==> config.mk <==
export PLATFORM = sky130hd
export DESIGN_NAME = seg7_scan_ctrl
export DESIGN_NICKNAME = d
export VERILOG_FILES = /design/src/rtl/seg7_scan_ctrl.sv
export SDC_FILE = /design/constraint.sdc
export NUM_CORES = 1
export LEC_CHECK = 0
export ABC_CLOCK_PERIOD_IN_PS = 2000
export CAP_MARGIN = 5
export CORE_ASPECT_RATIO = 1.5
export CORE_MARGIN = 2
export CORE_UTILIZATION = 25
export CTS_CLUSTER_DIAMETER = 50
export DETAILED_ROUTE_END_ITERATION = 16
export PLACE_DENSITY = 0.51
export SETUP_SLACK_MARGIN = 0.4
export SYNTH_ARGS = -nofsm -noshare
export SYNTH_HDL_FRONTEND = slang
export SYNTH_SLANG_ARGS = --single-unit
export TNS_END_PERCENT = 10
==> constraint.sdc <==
create_clock -name clk -period 2 [get_ports clk]
set_input_delay 0.3 -clock clk [delete_from_list [all_inputs] [get_ports clk]]
set_output_delay 0.3 -clock clk [all_outputs]
set_load 0.02 [all_outputs]
==> src/rtl/seg7_scan_ctrl.sv <==
// Scan controller for a shared hex-to-7-segment decoder: steps one-hot digit enables over a
// double-buffered nibble frame, with an all-off guard interval after every digit.
module seg7_scan_ctrl #(
   parameter int unsigned NUM_DIGITS   = 4,
   parameter int unsigned CNT_WIDTH    = 16,
   parameter int unsigned GUARD_CYCLES = 2
) (
   input  logic                      clk,
   input  logic                      reset,
   input  logic                      enable,
   input  logic [CNT_WIDTH-1:0]      show_cycles,
   input  logic                      load_valid,
   output logic                      load_ready,
   input  logic [4*NUM_DIGITS-1:0]   load_data,
   input  logic [NUM_DIGITS-1:0]     load_blank,
   output logic [3:0]                nibble_out,
   output logic [NUM_DIGITS-1:0]     digit_sel,
   output logic                      frame_done
);

   localparam int unsigned IdxW = $clog2(NUM_DIGITS);
   localparam int unsigned DataW = 4 * NUM_DIGITS;
   localparam logic [IdxW-1:0] IdxLast = IdxW'(NUM_DIGITS - 1);
   localparam logic [CNT_WIDTH-1:0] GuardLast =
      (GUARD_CYCLES > 0) ? CNT_WIDTH'(GUARD_CYCLES - 1) : '0;

   typedef enum logic [1:0] {StIdle, StShow, StGuard} state_e;

   state_e                state_q, state_d;
   logic [IdxW-1:0]       idx_q, idx_d;
   logic [CNT_WIDTH-1:0]  cnt_q, cnt_d;
   logic [CNT_WIDTH-1:0]  last_q, last_d;
   logic [DataW-1:0]      active_data_q, active_data_d;
   logic [NUM_DIGITS-1:0] active_blank_q, active_blank_d;
   logic [DataW-1:0]      shadow_data_q, shadow_data_d;
   logic [NUM_DIGITS-1:0] shadow_blank_q, shadow_blank_d;
   logic                  pending_q, pending_d;
   logic                  arm_q, arm_d;
   logic [3:0]            nibble_q, nibble_d;
   logic [NUM_DIGITS-1:0] digit_sel_q, digit_sel_d;
   logic                  frame_done_q, frame_done_d;

   logic accept;
   logic xfer;
   logic advance;
   logic enter_show;
   logic go_idle;

   always_comb begin
      state_d        = state_q;
      idx_d          = idx_q;
      cnt_d          = cnt_q;
      last_d         = last_q;
      active_data_d  = active_data_q;
      active_blank_d = active_blank_q;
      shadow_data_d  = shadow_data_q;
      shadow_blank_d = shadow_blank_q;
      pending_d      = pending_q;
      nibble_d       = nibble_q;
      digit_sel_d    = '0;
      frame_done_d   = 1'b0;
      xfer           = 1'b0;
      advance        = 1'b0;
      enter_show     = 1'b0;
      go_idle        = 1'b0;

      accept = load_valid & ~pending_q;
      if (accept) begin
         shadow_data_d  = load_data;
         shadow_blank_d = load_blank;
         pending_d      = 1'b1;
      end

      unique case (state_q)
         StIdle: begin
            // Idle transfer waits one extra cycle after pending is seen (arm_q).
            xfer = pending_q & arm_q;
            if (enable) begin
               idx_d      = '0;
               enter_show = 1'b1;
            end
         end
         StShow: begin
            if (!enable) begin
               go_idle = 1'b1;
            end else if (cnt_q == last_q) begin
               if (GUARD_CYCLES > 0) begin
                  state_d = StGuard;
                  cnt_d   = '0;
               end else begin
                  advance = 1'b1;
               end
            end else begin
               cnt_d = cnt_q + CNT_WIDTH'(1);
            end
         end
         StGuard: begin
            if (!enable) begin
               go_idle = 1'b1;
            end else if (cnt_q == GuardLast) begin
               advance = 1'b1;
            end else begin
               cnt_d = cnt_q + CNT_WIDTH'(1);
            end
         end
         default: go_idle = 1'b1;
      endcase

      if (advance) begin
         enter_show = 1'b1;
         if (idx_q == IdxLast) begin
            idx_d        = '0;
            frame_done_d = 1'b1;
            xfer         = pending_q;
         end else begin
            idx_d = idx_q + IdxW'(1);
         end
      end

      if (enter_show) begin
         state_d = StShow;
         cnt_d   = '0;
         last_d  = (show_cycles == '0) ? '0 : show_cycles - CNT_WIDTH'(1);
      end

      if (go_idle) begin
         state_d = StIdle;
         idx_d   = '0;
         cnt_d   = '0;
      end

      if (xfer) begin
         active_data_d  = shadow_data_q;
         active_blank_d = shadow_blank_q;
         pending_d      = 1'b0;
      end

      arm_d = pending_q & pending_d;

      // Outputs are computed from next state so they line up with the registered state.
      if (state_d == StShow) begin
         digit_sel_d = (NUM_DIGITS'(1) << idx_d) & ~active_blank_d;
         nibble_d    = active_data_d[{idx_d, 2'b00} +: 4];
      end
   end

   always_ff @(posedge clk) begin
      if (reset) begin
         state_q        <= StIdle;
         idx_q          <= '0;
         cnt_q          <= '0;
         last_q         <= '0;
         active_data_q  <= '0;
         active_blank_q <= '0;
         shadow_data_q  <= '0;
         shadow_blank_q <= '0;
         pending_q      <= 1'b0;
         arm_q          <= 1'b0;
         nibble_q       <= '0;
         digit_sel_q    <= '0;
         frame_done_q   <= 1'b0;
      end else begin
         state_q        <= state_d;
         idx_q          <= idx_d;
         cnt_q          <= cnt_d;
         last_q         <= last_d;
         active_data_q  <= active_data_d;
         active_blank_q <= active_blank_d;
         shadow_data_q  <= shadow_data_d;
         shadow_blank_q <= shadow_blank_d;
         pending_q      <= pending_d;
         arm_q          <= arm_d;
         nibble_q       <= nibble_d;
         digit_sel_q    <= digit_sel_d;
         frame_done_q   <= frame_done_d;
      end
   end

   assign load_ready = ~pending_q;
   assign nibble_out = nibble_q;
   assign digit_sel  = digit_sel_q;
   assign frame_done = frame_done_q;

endmodule

==> run_results.csv, run 1 <==
group,metric,value,unit
logic_synthesis,yosys-top-cells-area,"dfxtp_1, xor2_1, nand2_1",
run_status,violations,"negative setup slack",
logic_synthesis,synthArstFlopShare,0,%
routing,drc,0,
power,pwr-share-comb,17.0,%
clock_tree,postCtsHoldBufs,0,
power,power_per_cell_area,714,nW/um^2
logic_synthesis,netlist_instances,477,
logic_synthesis,syn_area,4210,um^2
routing,drtPass1Iterations,4,
grt,grt_usage,13.7,%
grt,grt_pass1_vias,4002,
power,cellLeakagePower,2.57,nW
sta,setup-violations-final,7,
logic_synthesis,synth_ff_type,"dfxtp_1",
placed_design,gp_congestion,0.819,
sta,rsz0062_at_grt,"yes",
critical_path,reg2reg_slack,-0.11,ns
placed_design,place_ws,-0.250,ns
clock_tree,clk_pin_slew,0.06,ns
power,swShare,24.2,%
logic_synthesis,synth_top_area_share,41.4,%
clock_tree,numCtsBuffers,9,
sta,hold_viol,0,
clock_tree,h-tree-depth,3,
routing,vias,3839,
run,maxCapViolCount,0,
clock_tree,cts_buffer_depth,2,
die,ioPinCount,50,
die,start_util,25.3,%
layout,multi_input_area,2650,um^2
layout,antenna_cells,0,
logic_synthesis,yosys_warnings,0,
layout,nets,655,
layout,drive_gt1_share,31.2,%
logic_synthesis,yosysSeqAreaShare,41.4,%
run_status,status,"finished, violations left",
layout,seqCellArea,1750,um^2
die,rows,58,
power,p_int,0.00343,W
sta,min_period,2.11,ns
clock_tree,clk_latency,0.34,ns
die,coreArea,16600,um^2
die,fp.dieH,163,um
power,peakVddDrop,0.358,mV
placed_design,hpwl,8730,um
logic_synthesis,ys_seq_elements,87,
critical_path,cp.arrival,2.37,ns
sta,drv_slew,0,
power,p_seq_share,41.3,%
grt,grt_pass1_wl,19100,um
critical_path,worstPathRequired,2.26,ns
critical_path,critPathCaptureType,"register",
logic_synthesis,synth-edff-count,0,
clock_tree,cts_tree,"yes",
power,clockPowerShare,41.7,%
layout,fillers,1669,
grt,antenna_found_initial,0,
clock_tree,cts_root_buf,"clkbuf_16",
routing,ant_nets,0,
power,power,0.00453,W
sta,finClkSkew,0.00840,ns
grt,overflow,0,
critical_path,cp_max_fo,7,
layout,area_growth,50.8,%
logic_synthesis,synth.net_count,525,
die,dieArea,17900,um^2
logic_synthesis,ys_types,59,
logic_synthesis,synth_area_per_cell,8.82,um^2
hold_path,hold_class,"input pin to register",
logic_synthesis,yosys.area.top_type,"dfxtp_1",
sta,setup_ws,-0.112,ns
die,dieWidth,110,um
routing,drt_iter0_markers,97,
clock_tree,cts_num_sinks,87,
routing,drt_wl_total,11500,um
routing,routed_via_density,4.67,
critical_path,crit_type,"register to register",
power,p_switching,0.00110,W
sta,finalCritPeriodShare,106,%
sta,fmax,473,MHz
grt,grt_max_degree,41,
sta,max_slew.worst_pin.slew,0.542,ns
routing,routedWlPerCell,14.0,um
placed_design,io_buffers,49,
critical_path,start_kind,"register",
sta,relSlewSlack,63.8,%
-- kinds of logic (layout without fill, tap and decap cells) --
family / count (synthesis) / count (layout) / share of synthesized area, %
mux: 16 / 16 / 4.43
simple gates: 193 / 193 / 23.6
flops: 87 / 87 / 41.4
xor+xnor: 44 / 44 / 9.16
fa+ha+maj: 8 / 8 / 2.38
buf+inv: 42 / 177 / 4.49
compound gates: 87 / 87 / 14.6
-- power by group through the flow --
stage | sequential [W] | combinational, W | clock [W]
2_1_floorplan | 0.00191 | 0.000319 | 0
3_3_place_gp | 0.00190 | 0.000649 | 0
3_5_place_dp | 0.00191 | 0.000658 | 0
4_1_cts | 0.00187 | 0.000718 | 0.00193
5_1_grt | 0.00188 | 0.000845 | 0.00200
6_report | 0.00187 | 0.000771 | 0.00189
-- critical path, stage by stage, from the launching register on --
cell     delay (ns)
dfxtp_2        0.33
inv_2          0.06
ha_4           0.12
nor4b_4        0.24
nand4_2        0.18
buf_6          0.17
a311o_2        0.42
or3_1          0.32
a32oi_1        0.20
-- registers in the layout, indices dropped and copies added (netlist names) --
signal and flops:
active_data_q 16, cnt_q 16, last_q 16, shadow_data_q 16
active_blank_q 4, digit_sel 4, nibble_out 4, shadow_blank_q 4
idx_q 2, state_q 2, arm_q 1, frame_done 1
pending_q 1
-- layout by cell type, fill, tap and decap left out, types with 3 or more instances in the layout --
cell type,synthesis,routed
o211ai_1,9,9
ha_4,0,3
nand3_1,11,9
nand2b_1,5,4
clkbuf_8,0,4
nand2_2,0,3
xor2_1,28,27
ha_1,8,5
and3_1,4,4
dfxtp_2,0,9
xnor2_1,16,15
a21oi_1,29,27
nor4b_4,2,3
clkdlybuf4s50_1,0,41
nor4_2,1,4
inv_1,18,16
and2_1,3,3
buf_4,1,77
dfxtp_1,87,78
nand2_1,65,61
nor2b_1,10,8
o221ai_1,4,3
clkbuf_16,0,9
a22oi_1,17,10
a22oi_2,0,7
a21o_1,3,3
mux2_4,4,7
nand4_1,6,6
or3_1,5,5
dlymetal6s2s_1,0,4
dlygate4sd2_1,0,3
nor3_1,5,4
nor2_1,53,52
buf_6,3,16
mux2i_1,7,4
a32oi_1,7,5
nor4_1,7,4
-- cells in the mapped netlist, types with 6 or more instances --
library cell and count:
nand3_1 11, nor4_1 7, xor2_1 28, inv_1 18
a32oi_1 7, clkbuf_1 16, a21oi_1 29, o211ai_1 9
nand4_1 6, nand2_1 65, xnor2_1 16, nor2_1 53
mux2i_1 7, dfxtp_1 87, a22oi_1 17, nor2b_1 10
ha_1 8
-- path summary, 6_finish.rpt --
path / depth (start not counted) / to / startpoint
worst max-delay path: 8 / nibble_out[1] / cnt_q[1]
worst min-delay path: 2 / last_q[11] / reset
worst max register to register: 8 / nibble_out[1] / cnt_q[1]
worst min register to register: 2 / shadow_data_q[7] / shadow_data_q[7]
-- per-layer routing --
metal,vias up,wire length [um],GRT usage (%)
li1,1932,-,-
met2,79,6510,26.1
met4,0,295,5.24
met5,-,0,0
met3,17,378,2.64
met1,1811,4350,14.3
-- through the flow --
step	instance area (um^2)	hold slack (ns)	TNS, ns	utilization, %	cells
after floorplan	4240	0.434	-0.726	-	477
after global routing	6350	0.460	-1.90	38.2	822
after detailed placement	5490	0.448	-5.57	33.0	795
final	6350	0.425	-0.410	38.2	822
after CTS	6140	0.421	-1.84	36.9	820
after global placement	5490	0.452	-5.24	33.0	795
-- cell type report --
cell class	count	area share (%)
multi-input combinational	348	41.8
sequential	87	27.6
timing repair buffer	143	19.9
clock buffer	14	4.48
tap	210	4.14
inverter	18	1.06
clock inverter	2	0.946
-- what timing repair did --
action,in CTS,in global routing
gates resized for setup,61,44
hold endpoints to repair,0,0
pin swaps,34,32
gates cloned,1,1
setup endpoints to repair,70,71
buffers inserted,8,1
No activity file was read; power rests on OpenSTA's default activity.
==> run 2, diff against run 1 <==
- ABC_CLOCK_PERIOD_IN_PS: 2000 -> 2500
- PLACE_DENSITY: 0.51 -> 0.5
- SLEW_MARGIN: default -> 15
- clock period: 2 -> 2.5 ns (I/O delays scaled with it)
==> run 2 against run 1 <==
Net effect: the flow now finishes without violations; utilization shrank 4.8 points; clock power shrank 26%; wire length shrank 9.2%; largest cell class unchanged; register-to-register slack gained 0.36 ns; combinational power shrank 38%; largest power group is now sequential cells; total power shrank 26%; die area is the same.
==> run_results.csv, run 2 (synthesis results as in run 1) <==
group,metric,value,unit
routing,drt_iter0_markers,108,
critical_path,critPathSlowestCell,"dfxtp_1",
critical_path,r2r_start,"idx_q[0]",
layout,drive_gt1_share,14.0,%
clock_tree,cts_tree,"yes",
power,power_per_cell_area,609,nW/um^2
critical_path,startpoint,"idx_q[0]",
layout,fillers,1734,
routing,vias,3549,
power,cellLeakagePower,2.17,nW
critical_path,cp_max_fo,5,
sta,finClkSkew,0.00677,ns
routing,ant_nets,0,
sta,relSlewSlack,48.9,%
grt,overflow,0,
clock_tree,clk_latency,0.35,ns
grt,grt_max_degree,47,
die,dieArea,17900,um^2
die,ioPinCount,50,
routing,drtPass1Iterations,5,
placed_design,hpwl,7970,um
critical_path,reg2reg_slack,0.25,ns
sta,rsz0062_at_grt,"yes",
clock_tree,cts_buffer_depth,2,
layout,nets,592,
sta,hold_viol,0,
critical_path,crit_chain,"ha_1 -> nand3_1 -> o21a_4 -> bufbuf_16 -> mux2i_1 -> or3_1 -> a32oi_1",
critical_path,worstPathRequired,2.78,ns
clock_tree,numCtsBuffers,9,
die,fp.dieH,163,um
clock_tree,cts_num_sinks,87,
die,coreArea,16600,um^2
hold_path,hold_class,"input pin to register",
grt,antenna_found_initial,0,
run_status,status,"finished clean",
critical_path,start_kind,"register",
routing,drt_wl_total,10500,um
layout,final_common_cell,"dfxtp_1",
sta,drv_slew,0,
sta,tns,0,ns
clock_tree,postCtsHoldBufs,0,
routing,drc,0,
hold_path,min_from,"reset",
placed_design,io_buffers,49,
sta,max_slew.worst_pin.slew,0.765,ns
die,dieWidth,110,um
routing,routed_via_density,4.68,
clock_tree,h-tree-depth,3,
sta,min_period,2.25,ns
critical_path,critPathCaptureType,"register",
run,maxCapViolCount,0,
critical_path,critPathMaxStageDelay,0.47,ns
grt,grt_pass1_wl,17400,um
die,start_util,25.3,%
placed_design,gp_congestion,0.753,
routing,routedWlPerCell,13.8,um
layout,multi_input_area,2350,um^2
layout,area_growth,31.7,%
layout,final_util,33.3,%
grt,grt_usage,12.6,%
layout,mostFrequentLayoutCells,"dfxtp_1, nand2_1, nor2_1",
sta,setup-violations-final,0,
power,peakVddDrop,0.322,mV
grt,grt_pass1_vias,3657,
layout,seqCellArea,1750,um^2
sta,finalCritPeriodShare,90.0,%
clock_tree,cts_root_buf,"clkbuf_16",
clock_tree,clk_pin_slew,0.07,ns
die,rows,58,
layout,antenna_cells,0,
critical_path,crit_type,"register to register",
critical_path,cp.arrival,2.53,ns
sta,fmax,444,MHz
run 2: cell types whose count changed in the layout (fill, tap and decap cells not counted), sizes merged, moves of 2 or more:
cell           before  now
buf                95   30
clkdlybuf4s50      41   48
clkbuf             14   10
dlymetal6s2s        4    0
inv                18   22
dlygate4sd2         3    0
bufbuf              0    2
run 2: worst max-delay path, delay by kind of cell, from the launching register on:
kind            cells  cell delay, ns
compound gates      2            0.46
simple gates        2            0.48
buf+inv             1            0.27
fa+ha+maj           1            0.34
flops               1            0.47
mux                 1            0.15
run 2: path summary, 6_finish.rpt:
check / cells after the start / to
worst max register to register: 7 / nibble_out[1]
worst min register to register: 2 / shadow_data_q[8]
worst max-delay path: 7 / nibble_out[1]
worst min-delay path: 2 / last_q[10]
run 2: area by class of cell:
type | instances | area share, %
repair buffers | 80 | 14.3
flip-flops and latches | 87 | 31.6
inverters | 18 | 1.22
well taps | 210 | 4.74
clock inverters | 6 | 1.33
multi-input cells | 348 | 42.5
clock buffers | 10 | 4.31
run 2: where the power goes:
| group | switching [W] | leakage, nW | internal (W) |
|---|---|---|---|
| Sequential | 0.0000398 | 0.711 | 0.00145 |
| Clock | 0.000587 | 0.154 | 0.000817 |
| Combinational | 0.000252 | 1.30 | 0.000228 |
run 2: timing repair:
item,CTS,global route
cloned,2,0
gates resized for setup,13,2
setup buffers,8,0
pin swaps,9,2
setup endpoints to repair,16,38
run 2: routing by layer:
| layer | routed length (um) | part of all wire [%] | track usage, % |
|---|---|---|---|
| met2 | 5640 | 54 | 23.8 |
| met1 | 4260 | 41 | 13.1 |
| met3 | 297 | 2.8 | 1.76 |
| met4 | 271 | 2.6 | 6.10 |
| met5 | 0 | 0 | 0 |
run 2: per-stage QoR:
| stage | worst slack (ns) | cell area, um^2 | power, W | std cells | hold WS [ns] |
|---|---|---|---|---|---|
| finish | 0.249 | 5540 | 0.00337 | 759 | 0.425 |
| global route | 0.127 | 5540 | 0.00351 | 759 | 0.443 |
| CTS | 0.264 | 5530 | 0.00341 | 759 | 0.420 |
| detailed placement | 0.110 | 5030 | 0.00198 | 733 | 0.452 |
| global placement | 0.130 | 5030 | 0.00197 | 733 | 0.444 |
| floorplan | 0.418 | 4220 | 0.00178 | 477 | 0.432 |
